**src/rtl/tmds_decoder_if.sv**
```systemverilog
// TMDS channel bundle: raw 10-bit symbol in, decoded pixel/control out.
// TMDS_DECODER_STATS_EN adds the slip_count statistic.
interface tmds_decoder_if;
   logic [9:0] din;
   logic [7:0] dout;
   logic [1:0] ctrl;
   logic       de;
   logic       bitslip;
   logic       locked;
`ifdef TMDS_DECODER_STATS_EN
   logic [7:0] slip_count;

   modport master (
      output din,
      input  dout, ctrl, de, bitslip, locked, slip_count
   );
   modport slave (
      input  din,
      output dout, ctrl, de, bitslip, locked, slip_count
   );
`else
   modport master (
      output din,
      input  dout, ctrl, de, bitslip, locked
   );
   modport slave (
      input  din,
      output dout, ctrl, de, bitslip, locked
   );
`endif
endinterface

```
**src/rtl/tmds_decoder.sv**
```systemverilog
// TMDS channel decoder: 2-stage symbol decode plus word-alignment/lock FSM.
// Optional TMDS_DECODER_STATS_EN adds a saturating bitslip counter.
module tmds_decoder #(
   parameter int CTRL_RUN     = 12,
   parameter int SEARCH_WIN   = 2048,
   parameter int SLIP_SETTLE  = 4,
   parameter int LOSS_TIMEOUT = 4096
) (
   input  logic          clk,
   input  logic          rst,
   tmds_decoder_if.slave bus
);
   localparam int RW = $clog2(CTRL_RUN + 1);
   localparam int CMAX = (SEARCH_WIN > SLIP_SETTLE) ? SEARCH_WIN : SLIP_SETTLE;
   localparam int CW = $clog2(CMAX + 1);
   localparam int TW = $clog2(LOSS_TIMEOUT + 1);

   localparam logic [9:0] C00 = 10'b1101010100;
   localparam logic [9:0] C01 = 10'b0010101011;
   localparam logic [9:0] C10 = 10'b0101010100;
   localparam logic [9:0] C11 = 10'b1010101011;

   typedef enum logic [1:0] {SEARCH, SLIP_WAIT, LOCKED} state_t;

   state_t        state, state_nx;
   logic [CW-1:0] cnt, cnt_nx;
   logic [TW-1:0] tcnt, tcnt_nx;
   logic [RW-1:0] run, run_nx;
   logic          slip_nx;
   logic          slip_q, locked_q;

   logic [9:0] sym;
   logic       is_ctrl;
   logic [1:0] tok;
   logic [7:0] q, dec;
   logic [7:0] dout_q;
   logic [1:0] ctrl_q;
   logic       de_q;

   always_comb begin
      is_ctrl = 1'b1;
      tok     = 2'b00;
      unique case (1'b1)
         (sym == C00): tok = 2'b00;
         (sym == C01): tok = 2'b01;
         (sym == C10): tok = 2'b10;
         (sym == C11): tok = 2'b11;
         default:      is_ctrl = 1'b0;
      endcase
   end

   // Undo the optional inversion, then the XOR/XNOR transition chain.
   always_comb begin
      q   = sym[9] ? ~sym[7:0] : sym[7:0];
      dec = {q[7:1] ^ q[6:0] ^ {7{~sym[8]}}, q[0]};
   end

   always_comb begin
      state_nx = state;
      cnt_nx   = cnt;
      tcnt_nx  = tcnt;
      slip_nx  = 1'b0;
      if (!is_ctrl)
         run_nx = '0;
      else if (run == RW'(CTRL_RUN))
         run_nx = run;
      else
         run_nx = run + RW'(1);
      unique case (state)
         SEARCH: begin
            if (run == RW'(CTRL_RUN)) begin
               state_nx = LOCKED;
               cnt_nx   = '0;
               tcnt_nx  = '0;
            end else if (cnt == CW'(SEARCH_WIN - 1)) begin
               state_nx = SLIP_WAIT;
               cnt_nx   = '0;
               slip_nx  = 1'b1;
            end else begin
               cnt_nx = cnt + CW'(1);
            end
         end
         SLIP_WAIT: begin
            run_nx = '0;
            if (cnt == CW'(SLIP_SETTLE - 1)) begin
               state_nx = SEARCH;
               cnt_nx   = '0;
            end else begin
               cnt_nx = cnt + CW'(1);
            end
         end
         LOCKED: begin
            if (run == RW'(CTRL_RUN)) begin
               tcnt_nx = '0;
            end else if (tcnt == TW'(LOSS_TIMEOUT - 1)) begin
               state_nx = SEARCH;
               cnt_nx   = '0;
               tcnt_nx  = '0;
               run_nx   = '0;
            end else begin
               tcnt_nx = tcnt + TW'(1);
            end
         end
         default: state_nx = SEARCH;
      endcase
   end

   always_ff @(posedge clk) begin
      if (rst) begin
         state    <= SEARCH;
         cnt      <= '0;
         tcnt     <= '0;
         run      <= '0;
         slip_q   <= 1'b0;
         locked_q <= 1'b0;
      end else begin
         state    <= state_nx;
         cnt      <= cnt_nx;
         tcnt     <= tcnt_nx;
         run      <= run_nx;
         slip_q   <= slip_nx;
         locked_q <= (state_nx == LOCKED);
      end
   end

   // Outputs are gated by the lock state being entered on this edge.
   always_ff @(posedge clk) begin
      if (rst) begin
         sym    <= '0;
         dout_q <= '0;
         ctrl_q <= '0;
         de_q   <= 1'b0;
      end else begin
         sym <= bus.din;
         if (state_nx != LOCKED) begin
            dout_q <= '0;
            ctrl_q <= '0;
            de_q   <= 1'b0;
         end else if (is_ctrl) begin
            dout_q <= '0;
            ctrl_q <= tok;
            de_q   <= 1'b0;
         end else begin
            dout_q <= dec;
            de_q   <= 1'b1;
         end
      end
   end

   assign bus.dout    = dout_q;
   assign bus.ctrl    = ctrl_q;
   assign bus.de      = de_q;
   assign bus.bitslip = slip_q;
   assign bus.locked  = locked_q;

`ifdef TMDS_DECODER_STATS_EN
   logic [7:0] slip_cnt;

   always_ff @(posedge clk) begin
      if (rst)
         slip_cnt <= '0;
      else if (slip_nx && slip_cnt != 8'hFF)
         slip_cnt <= slip_cnt + 8'd1;
   end

   assign bus.slip_count = slip_cnt;
`endif
endmodule

```
**src/flat_wrapper.sv**
```systemverilog
// flat-port wrapper written by rule: the top's interface ports become plain ports
module tmds_decoder_flat 
#(
   parameter int CTRL_RUN     = 12,
   parameter int SEARCH_WIN   = 2048,
   parameter int SLIP_SETTLE  = 4,
   parameter int LOSS_TIMEOUT = 4096
)
  (clk, rst, bus_din, bus_dout, bus_ctrl, bus_de, bus_bitslip, bus_locked);
  tmds_decoder_if bus_i ();
  input  logic clk;
  input  logic rst;
  input wire logic [$bits(bus_i.din)-1:0] bus_din;
  output wire logic [$bits(bus_i.dout)-1:0] bus_dout;
  output wire logic [$bits(bus_i.ctrl)-1:0] bus_ctrl;
  output wire logic [$bits(bus_i.de)-1:0] bus_de;
  output wire logic [$bits(bus_i.bitslip)-1:0] bus_bitslip;
  output wire logic [$bits(bus_i.locked)-1:0] bus_locked;
  assign bus_i.din = bus_din;
  assign bus_dout = bus_i.dout;
  assign bus_ctrl = bus_i.ctrl;
  assign bus_de = bus_i.de;
  assign bus_bitslip = bus_i.bitslip;
  assign bus_locked = bus_i.locked;
  tmds_decoder #(.CTRL_RUN(CTRL_RUN), .SEARCH_WIN(SEARCH_WIN), .SLIP_SETTLE(SLIP_SETTLE), .LOSS_TIMEOUT(LOSS_TIMEOUT)) u_core (.clk(clk), .rst(rst), .bus(bus_i));
endmodule
```
**config.mk**
```make
export PLATFORM = sky130hd
export DESIGN_NAME = tmds_decoder_flat
export DESIGN_NICKNAME = d
export VERILOG_FILES = /design/src/rtl/tmds_decoder_if.sv /design/src/rtl/tmds_decoder.sv /design/src/flat_wrapper.sv
export SDC_FILE = /design/constraint.sdc
export NUM_CORES = 1
export LEC_CHECK = 0
export CAP_MARGIN = 40
export CELL_PAD_IN_SITES_DETAIL_PLACEMENT = 1
export CELL_PAD_IN_SITES_GLOBAL_PLACEMENT = 2
export CORE_UTILIZATION = 38
export DETAILED_ROUTE_END_ITERATION = 8
export PLACE_DENSITY = 0.93
export SYNTH_ARGS = -nofsm -noshare
export SYNTH_HDL_FRONTEND = slang
export SYNTH_SLANG_ARGS = --single-unit
```
**constraint.sdc**
```tcl
create_clock -name clk -period 6 [get_ports clk]
set_clock_uncertainty 0.2 [all_clocks]
set_input_delay 1.2 -clock clk [delete_from_list [all_inputs] [get_ports clk]]
set_output_delay 1.2 -clock clk [all_outputs]
set_load 0.03 [all_outputs]
```
# Word level (Yosys, flattened, before mapping)

Index checks and enable logic that the tools add are counted.

Register bits after elaboration: 54
Latch bits: 0
Bits in writable memories: 0
Memory bits (read-only): 0
Output and inout bits: 13
Logic and storage cells: 68
Memories: 0

Add/sub/neg operators: 3
Multiply operators: 0
Div/mod/pow operators: 0
Order comparisons: 0
Eq/ne operators: 15
Shift-type cells: 0
Mux-type cells: 26
Bitwise logic cells: 5
Reduce and logical (&&, ||, !) cells: 9

Operators by type and width:

| operator                                                           | count |
|---|---|
| 12-bit 2-to-1 mux                                                  | 5 |
| 13-bit 2-to-1 mux                                                  | 3 |
| 12-bit one-hot mux with 3 select lines                             | 1 |
| 13-bit one-hot mux with 2 select lines                             | 1 |
| 10-bit == test (second input constant)                             | 2 |
| 4-bit 2-to-1 mux                                                   | 4 |
| 7-bit XOR                                                          | 2 |
| 13-bit by 1-bit adder with 13-bit output (second input constant)   | 1 |
| 13-bit by 12-bit == test with 1-bit output (second input constant) | 1 |
| 12-bit by 1-bit adder with 12-bit output (second input constant)   | 1 |
| 12-bit by 11-bit == test with 1-bit output (second input constant) | 1 |
| 12-bit by 2-bit == test with 1-bit output (second input constant)  | 1 |
| 2-bit one-hot mux with 3 select lines                              | 2 |
| 10-bit by 8-bit == test with 1-bit output (second input constant)  | 1 |
| 10-bit by 9-bit == test with 1-bit output (second input constant)  | 1 |
| 2-bit 2-to-1 mux                                                   | 5 |
| 8-bit 2-to-1 mux                                                   | 1 |
| 8-bit NOT                                                          | 1 |
| 4-bit one-hot mux with 2 select lines                              | 1 |
| 3-bit OR reduction                                                 | 2 |
| 4-bit by 1-bit adder with 4-bit output (second input constant)     | 1 |
| 2-bit == test (second input constant)                              | 2 |
| 4-bit == test (second input constant)                              | 1 |
| 2-bit by 1-bit != test with 1-bit output (second input constant)   | 2 |
| 11 further kinds                                                   | 15 |

# Logic depth before layout (Yosys ltp)

Depth after elaboration: 7
Depth in mapped cells: 9
Gate-level depth less buffers: 8

# Worst setup path after synthesis

No wires, ideal clock.

Path type: input to register
Start point: in rst
End point: reg u_core.dout_q[0], in the netlist u_core.bus.dout[0]
Data arrival time: 2106 ps
Setup slack: 3617 ps
Stages on the path: 6
Path buffers: 0
Path through: nor2_1 nand2_1 nor4_1 or2_4 nand2_4 nor3_1

Word-level cells in the longest chain between the ends: 1

RTL lines:

| what                         | line                | source |
|---|---|---|
| start: declaration           | flat_wrapper.sv:12  | `input logic rst;` |
| 3-bit OR reduction (no line) | --                  |  |
| end signal: assignment       | tmds_decoder.sv:130 | `dout_q <= '0;` |
| end signal: assignment       | tmds_decoder.sv:136 | `dout_q <= '0;` |
| end signal: assignment       | tmds_decoder.sv:140 | `dout_q <= '0;` |
| end: declaration             | tmds_decoder.sv:36  | `logic [7:0] dout_q;` |

No other way between the ends.
A chain may end at the register's enable or synchronous reset.

# Worst setup path in the final report

Start point: in rst
End point: reg u_core.dout_q[3], in the netlist u_core.bus.dout[3]

The elaborated chain is that of the path after synthesis.

==> impl_metrics.yaml <==
sta:
  period_share_pct: 52.6
  slew_headroom_pct: 58.3
  rsz0062_at_grt: "false"
  final.setup.worst_slack_ns: 2.84
  achievable-frequency_mhz: 317
  setup_viol: 0
  slew_violations: 0
  min_period_ns: 3.16
  setup_tns_ns: 0
  hold_ws_ns: 0.235
  tightest_slew_ns: 0.623
  timing_hold_violations_final: 0
place:
  gp_congestion: 0.764
  hpwl_mm: 4.06
  post-place-ws_ns: 2.48
  place_area_mm2: 0.00283
  portBuffers: 24
clocking:
  clock-sinks: 54
  htreeDepth: 2
  cts_resized: 0
  cts_root_buf: "clkbuf_8"
  ctsHoldBuffers: 0
  post_cts_buffers: 0
  cts_made_buffers: 5
  clockBufferDepth: 2
  clk_latency_ns: 0.31
  tritoncts: "yes"
  clk_pin_slew_ns: 0.10
synthesis:
  syn_inst: 278
  synth-edff-count: 0
  yosys_warnings: 0
  yosys.area.top_type: "dfxtp_1"
  yosysSeqAreaShare_pct: 42.6
  syn_area_mm2: 0.00254
  synth_top_area_share_pct: 42.6
  syn-num-nets: 304
  ys_types: 45
  ys_ff_latch: 54
  synthArstFlopShare_pct: 0
  ys.flop_type: "dfxtp_1"
  yosys-top-cells-area: "dfxtp_1 (43%), xnor2_1 (7.6%), nor2_1 (7.0%)"
  avgSynthCellArea_um2: 9.12
worst_hold_path:
  min_path_type: "register to register"
finish:
  finalInstanceArea_mm2: 0.00293
  nNetsFinal: 329
  fillCellCount: 746
  final_common_cell: "dfxtp_1"
  final_cell_mix: "dfxtp_1 (54), nor2_1 (47), clkdlybuf4s50_1 (24)"
  area_delta_synth_final_pct: 15.4
  drive_gt1_share_pct: 6.58
  utilization_pct: 45.8
  antenna_cells: 0
drt:
  ant_nets: 0
  routed_via_density: 5.09
  vias: 1940
  first_pass_iters: 4
  wl_per_cell_um: 13.9
  drtIter0Drc: 62
  routed_wl_mm: 5.29
  drc_errors: 0
run_status:
  outcome: "complete, no violations"
global_route:
  grt_usage_pct: 16.4
  grt_pass1_wl_mm: 9.31
  antenna_found_initial: 0
  overflow: 0
  grt_max_degree: 19
  grt_pass1_vias: 1952
setup_path:
  cp_max_fo: 18
  ff2ff_setup_slack_ns: 3.46
  start_kind: "input pin"
  cp-end-kind: "register"
  crit_arrival_ns: 3.19
  crit_required_ns: 6.03
  crit_type: "input pin to register"
floorplanning:
  start_util_pct: 39.7
  die_area_mm2: 0.00700
  fp-row-count: 29
  io_pins: 25
  chipHeight_um: 83.7
  core_area_mm2: 0.00639
  die_w_um: 83.7
power:
  leakagePower_nw: 1.07
  powerDensity_mw_per_mm2: 213
  peakVddDrop_uv: 101
run:
  maxCapViolations: 0
critical path, cell delays in order:
cell             delay [ns]
clkdlybuf4s50_1        0.73
nor2_1                 0.38
nand2_1                0.12
nor4_1                 0.28
or2_4                  0.21
nand2_4                0.07
nor3_1                 0.19
final cells by class:
| cell class | instances | area [um2] | share of cell area [%] |
|---|---|---|---|
| inverters | 19 | 71.3 | 2.44 |
| repair buffers | 24 | 240 | 8.21 |
| well taps | 77 | 96.3 | 3.29 |
| clock buffers | 6 | 82.6 | 2.82 |
| flip-flops and latches | 54 | 1080 | 36.9 |
| clock inverters | 2 | 12.5 | 0.427 |
| multi-input cells | 199 | 1340 | 45.9 |
metrics by stage:
step	cells	total power, mW
2_1_floorplan	278	0.401
6_report	381	0.623
5_1_grt	381	0.650
3_5_place_dp	373	0.416
3_3_place_gp	373	0.414
4_1_cts	381	0.631
cell usage after synthesis, drive strengths merged (2+ instances only):
cell type,n
buf,3
a21o,2
nor2,47
xnor2,22
clkbuf,3
nand3,10
inv,19
dfxtp,54
o21ai,2
or2,2
nor2b,11
xor2,12
nand2b,3
ha,14
nand2,11
mux2i,2
a21oi,7
nor3,16
nand4,7
o21bai,3
nor4,7
a31oi,4
and3,3
sequential cells by signal, summed over array words and instances, names as in the netlist:
signal              flops
u_core.bus.dout         8
u_core.bus.locked       1
u_core.run              4
u_core.bus.de           1
u_core.cnt             12
u_core.state            2
u_core.tcnt            13
u_core.bus.ctrl         2
u_core.bus.bitslip      1
u_core.sym             10
worst paths after layout:
path / startpoint / to / cells after the start
setup / recovery: rst / u_core.bus.dout[3] / 7
hold / removal: u_core.tcnt[12] / u_core.tcnt[12] / 2
setup reg to reg: u_core.run[0] / u_core.tcnt[12] / 7
hold reg to reg: u_core.tcnt[12] / u_core.tcnt[12] / 2
report_power, final:
part	switching (mW)	internal [mW]	total, mW
clock network	0.122	0.0931	0.215
registers	0.00669	0.364	0.370
logic	0.0175	0.0199	0.0373
logic make-up after synthesis:
family                   count (synthesis)  share of synthesized area (%)
AO/OA/AOI/OAI                           24                           7.99
XOR/XNOR                                34                           11.7
adder cells (fa/ha/maj)                 14                           6.91
buffers and inverters                   25                           4.39
flip-flops                              54                           42.6
multiplexers                             2                          0.789
AND/OR/NAND/NOR                        125                           25.6
metal layers:
layer | track usage (%) | part of all wire (%)
met5 | 0 | 0
met4 | 4.93 | 0.81
met3 | 3.26 | 2.2
met2 | 26.3 | 47
met1 | 22.3 | 50
No activity file was read; power rests on OpenSTA's default activity.
